$ cat config.mk
export PLATFORM = sky130hd
export DESIGN_NAME = ssd_scan_sequencer_flat
export DESIGN_NICKNAME = d
export VERILOG_FILES = /design/src/rtl/ssd_scan_sequencer_if.sv /design/src/rtl/ssd_scan_sequencer.sv /design/src/flat_wrapper.sv
export SDC_FILE = /design/constraint.sdc
export NUM_CORES = 1
export LEC_CHECK = 0
export ABC_AREA = 1
export CAP_MARGIN = 20
export CORE_ASPECT_RATIO = 2
export CORE_UTILIZATION = 45
export DETAILED_ROUTE_END_ITERATION = 8
export DONT_BUFFER_PORTS = 1
export GPL_ROUTABILITY_DRIVEN = 0
export PLACE_DENSITY = 0.6
export SYNTH_ARGS = -nofsm -noshare
export SYNTH_HDL_FRONTEND = slang
export SYNTH_SLANG_ARGS = --single-unit
$ cat constraint.sdc
create_clock -name clk -period 2.3 [get_ports clk]
set_input_delay 0.23 -clock clk [delete_from_list [all_inputs] [get_ports clk]]
set_output_delay 0.23 -clock clk [all_outputs]
set_load 0.005 [all_outputs]
$ cat src/rtl/ssd_scan_sequencer_if.sv
// Display-scan bundle: staged BCD digits and controls in, digit select and nibble out.
interface ssd_scan_sequencer_if;
  logic [3:0] in3;
  logic [3:0] in2;
  logic [3:0] in1;
  logic [3:0] in0;
  logic       load;
  logic [3:0] digit_en;
  logic       lz_blank;
  logic [3:0] ssd_ctl;
  logic [3:0] ssd_in;
  logic       load_ack;
  logic       frame_done;

  modport master (
    output in3, in2, in1, in0, load, digit_en, lz_blank,
    input  ssd_ctl, ssd_in, load_ack, frame_done
  );

  modport slave (
    input  in3, in2, in1, in0, load, digit_en, lz_blank,
    output ssd_ctl, ssd_in, load_ack, frame_done
  );
endinterface

$ cat src/rtl/ssd_scan_sequencer.sv
// 4-digit seven-segment scan controller: refresh divider, frame-synchronous double buffer,
// inter-digit blanking, digit mask and leading-zero suppression; all outputs 1-cycle registered.
module ssd_scan_sequencer #(
  parameter int SCAN_DIV  = 50000,
  parameter int BLANK_CYC = 1000
) (
  input logic                 clk,
  input logic                 rst_n,
  ssd_scan_sequencer_if.slave bus
);
  localparam logic [15:0] CNT_LAST = 16'(SCAN_DIV - 1);
  localparam logic [15:0] BLANK    = 16'(BLANK_CYC);

  logic [15:0]      cnt_q, cnt_d;
  logic [1:0]       idx_q, idx_d;
  logic [3:0][3:0]  stage_q, stage_d;
  logic [3:0][3:0]  disp_q, disp_d;
  logic             pending_q, pending_d;
  logic [3:0]       ssd_ctl_q, ssd_ctl_d;
  logic [3:0]       ssd_in_q, ssd_in_d;
  logic             load_ack_q, load_ack_d;
  logic             frame_done_q, frame_done_d;
  logic             wrap, boundary, suppressed, lit;

  always_comb begin
    wrap      = (cnt_q == CNT_LAST);
    boundary  = wrap && (idx_q == 2'd3);
    cnt_d     = wrap ? 16'd0 : cnt_q + 16'd1;
    idx_d     = wrap ? idx_q + 2'd1 : idx_q;
    stage_d   = bus.load ? {bus.in3, bus.in2, bus.in1, bus.in0} : stage_q;
    // A load on the boundary re-arms pending for the value it just wrote.
    pending_d = bus.load | (pending_q & ~boundary);
    disp_d    = (boundary && pending_q) ? stage_q : disp_q;

    suppressed = 1'b0;
    if (bus.lz_blank) begin
      case (idx_q)
        2'd1:    suppressed = (disp_q[3:1] == '0);
        2'd2:    suppressed = (disp_q[3:2] == '0);
        2'd3:    suppressed = (disp_q[3] == 4'h0);
        default: suppressed = 1'b0;
      endcase
    end
    lit = bus.digit_en[idx_q] && !suppressed;

    ssd_in_d     = lit ? disp_q[idx_q] : 4'h0;
    ssd_ctl_d    = (lit && cnt_q >= BLANK) ? ~(4'b0001 << idx_q) : 4'b1111;
    load_ack_d   = boundary && pending_q;
    frame_done_d = boundary;
  end

  always_ff @(posedge clk) begin
    if (!rst_n) begin
      cnt_q        <= '0;
      idx_q        <= '0;
      stage_q      <= '0;
      disp_q       <= '0;
      pending_q    <= 1'b0;
      ssd_ctl_q    <= 4'b1111;
      ssd_in_q     <= 4'h0;
      load_ack_q   <= 1'b0;
      frame_done_q <= 1'b0;
    end else begin
      cnt_q        <= cnt_d;
      idx_q        <= idx_d;
      stage_q      <= stage_d;
      disp_q       <= disp_d;
      pending_q    <= pending_d;
      ssd_ctl_q    <= ssd_ctl_d;
      ssd_in_q     <= ssd_in_d;
      load_ack_q   <= load_ack_d;
      frame_done_q <= frame_done_d;
    end
  end

  assign bus.ssd_ctl    = ssd_ctl_q;
  assign bus.ssd_in     = ssd_in_q;
  assign bus.load_ack   = load_ack_q;
  assign bus.frame_done = frame_done_q;
endmodule

$ cat src/flat_wrapper.sv
// flat-port wrapper written by rule: the top's interface ports become plain ports
module ssd_scan_sequencer_flat 
#(
  parameter int SCAN_DIV  = 50000,
  parameter int BLANK_CYC = 1000
)
  (clk, rst_n, bus_in3, bus_in2, bus_in1, bus_in0, bus_load, bus_digit_en, bus_lz_blank, bus_ssd_ctl, bus_ssd_in, bus_load_ack, bus_frame_done);
  ssd_scan_sequencer_if bus_i ();
  input logic clk;
  input logic rst_n;
  input wire logic [$bits(bus_i.in3)-1:0] bus_in3;
  input wire logic [$bits(bus_i.in2)-1:0] bus_in2;
  input wire logic [$bits(bus_i.in1)-1:0] bus_in1;
  input wire logic [$bits(bus_i.in0)-1:0] bus_in0;
  input wire logic [$bits(bus_i.load)-1:0] bus_load;
  input wire logic [$bits(bus_i.digit_en)-1:0] bus_digit_en;
  input wire logic [$bits(bus_i.lz_blank)-1:0] bus_lz_blank;
  output wire logic [$bits(bus_i.ssd_ctl)-1:0] bus_ssd_ctl;
  output wire logic [$bits(bus_i.ssd_in)-1:0] bus_ssd_in;
  output wire logic [$bits(bus_i.load_ack)-1:0] bus_load_ack;
  output wire logic [$bits(bus_i.frame_done)-1:0] bus_frame_done;
  assign bus_i.in3 = bus_in3;
  assign bus_i.in2 = bus_in2;
  assign bus_i.in1 = bus_in1;
  assign bus_i.in0 = bus_in0;
  assign bus_i.load = bus_load;
  assign bus_i.digit_en = bus_digit_en;
  assign bus_i.lz_blank = bus_lz_blank;
  assign bus_ssd_ctl = bus_i.ssd_ctl;
  assign bus_ssd_in = bus_i.ssd_in;
  assign bus_load_ack = bus_i.load_ack;
  assign bus_frame_done = bus_i.frame_done;
  ssd_scan_sequencer #(.SCAN_DIV(SCAN_DIV), .BLANK_CYC(BLANK_CYC)) u_core (.clk(clk), .rst_n(rst_n), .bus(bus_i));
endmodule
* After elaboration in Yosys (flattened, before gate mapping)
Cells that the tools add are included.
Widths: inputs -> output; s select.
** Operators by class
- Equal/unequal tests :: 4
- Magnitude comparators :: 2
- Reduce and logical (&&, ||, !) cells :: 11
- Shifts and indexed selects :: 1
- Add/subtract/negate cells :: 2
- Bitwise logic cells :: 5
- Multiplexer cells :: 6
** Operators with widths (count)
- $add 16x1->16 const B :: 1
- $eq 16x16->1 const B :: 1
- $ge 16x10->1 const B :: 1
- $logic_not 12->1 :: 1
- $bmux 4 s2 :: 1
- $logic_not 8->1 :: 1
- $eq 2x2->1 const B :: 2
- $logic_and 1x1->1 :: 4
- $logic_not 4->1 :: 1
- $mux 4 :: 1
- $not 4->4 :: 1
- $reduce_and 2->1 :: 2
- $shl 1x2->4 const A :: 1
- $lt 2x3->1 const B :: 1
- $pmux 1 s3 :: 1
- $add 2x1->2 const B :: 1
- $bmux 1 s2 :: 1
- $eq 2x1->1 const B :: 1
- $mux 1 :: 2
- $not 1->1 :: 2
- $reduce_or 2->1 :: 1
- $and 1x1->1 :: 1
- $logic_not 1->1 :: 1
- $or 1x1->1 :: 1
** Storage, ports and cells
- Word-level logic and storage cells :: 46
- Register bits :: 61

* Longest topological paths before layout
- Depth after elaboration :: 7
- Depth in mapped cells :: 9
- Mapped depth without buffers :: 9

* Worst setup path after synthesis
No wires, ideal clock.
- Path type :: register to register
- Start point :: register u_core.idx_q[0]
- End point :: register u_core.ssd_in_q[0] (netlist: u_core.bus.ssd_in[0])
- Setup slack :: 0.841 ns
- Data arrival time :: 1.345 ns
- Stages on the path, launching flop included :: 10
- Data required time :: 2.186 ns
- Path buffers :: 1
- Period minus slack after synthesis :: 1.459 ns
- Path through :: dfxtp_1 inv_1 clkbuf_1 ha_1 o21bai_1 nand2_1 nand2_1 nand2_1 nand2_1 nor2_1
** Between the ends
- Word-level cells in the longest chain between the ends :: 6
** Ends and longest elaborated chain
- start, declared :: line ssd_scan_sequencer.sv:15 : logic [1:0] idx_q, idx_d;
- start signal, assigned :: line ssd_scan_sequencer.sv:65 : idx_q <= idx_d;
- $eq 2x2->1 / $eq 2x1->1 (equally long branches) :: line ssd_scan_sequencer.sv:37 : case (idx_q)
- $pmux 1 s3 :: line ssd_scan_sequencer.sv:37
- $mux 1 :: line ssd_scan_sequencer.sv:36 : if (bus.lz_blank) begin
- $logic_not 1->1 :: line ssd_scan_sequencer.sv:44 : lit = bus.digit_en[idx_q] && !suppressed;
- $logic_and 1x1->1 :: line ssd_scan_sequencer.sv:44
- $reduce_and 2->1 (no line)
- end signal, assigned :: line ssd_scan_sequencer.sv:70 : ssd_in_q <= ssd_in_d;
- end, declared :: line ssd_scan_sequencer.sv:20 : logic [3:0] ssd_in_q, ssd_in_d;
Parallel ways exist; a longest one is shown, timed or not. The select of a mux whose other input is x is not followed.
A chain may end at the register's enable or synchronous reset.

* Worst setup path after layout
- Start point :: register u_core.idx_q[0]
- End point :: register u_core.ssd_in_q[2] (netlist: u_core.bus.ssd_in[2])
The elaborated chain is that of the path after synthesis.

==> impl_metrics.yaml <==
clock_network:
  cts_sinks: 61
  clk_path_buf_depth: 2
  cts.root.buffer_cell: "clkbuf_16"
  cts_tree: "done"
  cts_setup_buffers: 0
  post_cts_resize_count: 0
  ctsHtreeMaxLevel: 3
  clock_latency_ns: 0.33
  cts_made_buffers: 9
  cts_hold_buf: 0
  clk_pin_slew_ns: 0.05
setup_path:
  cp_slowest_stage_delay_ns: 0.54
  crit_arrival_ns: 2.09
  endpoint_kind: "flip-flop"
  critical_path.startpoint: "u_core.idx_q[0]"
  timing.rr.start: "u_core.idx_q[0]"
  startpoint_type: "flip-flop"
  criticalPathCategory: "reg2reg"
  path_common_cell: "nand2_1"
  path_buf_inv: 1
  cpLargestDelayFamily: "simple AND/OR/NAND/NOR gates"
  crit_required_ns: 2.51
  path_max_fanout: 15
  critPathSlowestCell: "dfxtp_1"
  worstPathCellList: "inv_1 -> ha_1 -> nor3_1 -> nand2_1 -> nand2_1 -> nor2_1"
timing:
  fmax_ghz: 0.534
  slew-limit-headroom_pct: 60.8
  worst_slew_pin_slew_ns: 0.584
  rsz0062_at_grt: "no"
  setup_tns_ns: 0
  period_needed_ns: 1.87
  fin_crit_sh_pct: 81.4
  slew_violations: 0
  worst_slack_ns: 0.427
  finClkSkew_ns: 0.00440
  setup_viol: 0
  finalHoldViolCount: 0
yosys:
  synth_cell_types: 34
  yosys-top-cells-area: "dfxtp_1, nor2_1, nand2_1"
  synth_edf_count: 0
  synthCells: 376
  ys_ff_latch: 61
  synth_top_area_share_pct: 43.7
  syn-cell-area_um2: 2790
  syn_nets: 407
  async_reset_ff_share_pct: 0
  yosys.area.top_type: "dfxtp_1"
  ys.warnings.count: 0
  yosysSeqAreaShare_pct: 43.7
  synth_top_flop_cell: "dfxtp_1"
  avgSynthCellArea_um2: 7.43
floorplanning:
  num_rows: 40
  dieArea_um2: 6540
  ioPinCount: 34
  start_util_pct: 46.5
  fp.dieH_um: 113
  core-area_um2: 6010
  die_w_um: 57.7
global_route:
  grt_pass1_wl_um: 10100
  grt_max_degree: 37
  grt_remaining_overflow: 0
  grt_antenna_before_repair: 0
  grt_usage_pct: 20.8
  grt_pass1_vias: 2138
worst_hold_path:
  holdCritPathClass: "in2reg"
  hold_start: "rst_n"
pwr:
  p_leak_nw: 1.31
  p_sw_w: 0.000502
  seq_power_share_pct: 43.6
  switching_share_pct: 19.9
  internal_power_w: 0.00202
  ir_worst_vdd_uv: 466
  p_clk_share_pct: 54.1
  p_per_area_nw_per_um2: 810
  p_comb_share_pct: 2.3
drt:
  wirelength_um: 6090
  vias_per_cell: 5.09
  antenna_left: 0
  vias: 2254
  first_pass_iters: 4
  wl_per_cell_um: 13.8
  first_iter_violations: 108
  drc: 0
layout:
  nets: 406
  layout_common_cells: "nor2_1, nand2_1, dfxtp_1"
  antenna_cells: 0
  n_fill_cell: 636
  final_common_cell: "nor2_1"
  area_growth_pct: 11.6
  final_cells: 443
  drive_gt1_share_pct: 11.3
placement:
  port_buffers: 0
  dp_cells: 427
  dp_hpwl_um: 4570
  dp_slack_ns: 0.452
run:
  drv_cap: 0
outcome:
  status: "finished clean"
[metrics by stage]
stage / cell area, µm² / hold slack [ns] / utilization, % / total power (W)
2_1_floorplan: 2790 / 0.365 / - / 0.00118
3_3_place_gp: 2810 / 0.359 / 46.7 / 0.00118
3_5_place_dp: 2810 / 0.359 / 46.7 / 0.00118
4_1_cts: 3120 / 0.0132 / 51.9 / 0.00256
5_1_grt: 3120 / 0.0122 / 51.9 / 0.00261
6_report: 3120 / 0.0258 / 51.9 / 0.00252
[power groups by stage]
| stage | Clock (W) | Sequential, W | Combinational [W] |
|---|---|---|---|
| 2_1_floorplan | 0 | 0.00112 | 0.0000591 |
| 3_3_place_gp | 0 | 0.00112 | 0.0000587 |
| 3_5_place_dp | 0 | 0.00112 | 0.0000603 |
| 4_1_cts | 0.00139 | 0.00110 | 0.0000611 |
| 5_1_grt | 0.00144 | 0.00110 | 0.0000695 |
| 6_report | 0.00136 | 0.00110 | 0.0000590 |
[final timing paths]
kind / end / slack [ns] / cells after the start
setup / recovery: u_core.bus.ssd_in[2] / 0.43 / 6
hold / removal: u_core.disp_q[3] / 0.03 / 2
setup reg to reg: u_core.bus.ssd_in[2] / 0.43 / 6
hold reg to reg: u_core.cnt_q[0] / 0.46 / 1
[worst register-to-register path: stages (launching register included)]
cell and delay [ns]:
dfxtp_1 0.54, inv_1 0.29, ha_1 0.28, nor3_1 0.27, nand2_1 0.17, nand2_1 0.15, nor2_1 0.05
[logic make-up (layout without fill, tap and decap cells)]
kind of cell / after synthesis / in the layout / share of synthesized area [%]
buf+inv: 52 / 56 / 7.80
compound gates: 53 / 53 / 9.81
fa+ha+maj: 7 / 7 / 3.14
flops: 61 / 61 / 43.7
simple gates: 198 / 198 / 34.0
xor+xnor: 5 / 5 / 1.57
[state kept, by name (all words and copies together), names as in the netlist]
register / count
u_core.cnt_q: 16
u_core.disp_q: 16
u_core.bus.ssd_in: 4
u_core.bus.ssd_ctl: 4
u_core.bus.frame_done: 1
u_core.stage_q: 16
u_core.bus.load_ack: 1
u_core.idx_q: 2
u_core.pending_q: 1
[synthesized netlist by cell type, types with 2 or more instances]
master / instances
nor2_4: 2
nand4_4: 2
xnor2_1: 3
inv_2: 2
buf_6: 2
buf_2: 2
dfxtp_1: 61
nand3_2: 2
nand2_2: 3
a21oi_1: 19
clkbuf_1: 6
nand2_1: 62
nor2_1: 77
o21ai_0: 30
xor2_1: 2
nor2_2: 4
nand4_1: 9
ha_1: 7
inv_1: 35
clkinv_1: 2
nand3_1: 11
nor3_1: 15
nor3_2: 7
[area by class of cell]
class,instances,area (µm²),area share (%)
Clock inverter,4,45.0,1.45
Tap cell,63,78.8,2.53
Inverter,40,151,4.86
Sequential cell,61,1220,39.2
Multi-Input combinational cell,263,1350,43.4
Clock buffer,12,267,8.55
[routing by layer]
metal	global-route usage, %	part of all wire [%]
met4	11.0	2.7
met3	5.44	3.1
met1	19.6	37
met5	0	0
met2	39.4	57
Note: power is estimated with default switching activity, not from simulation.
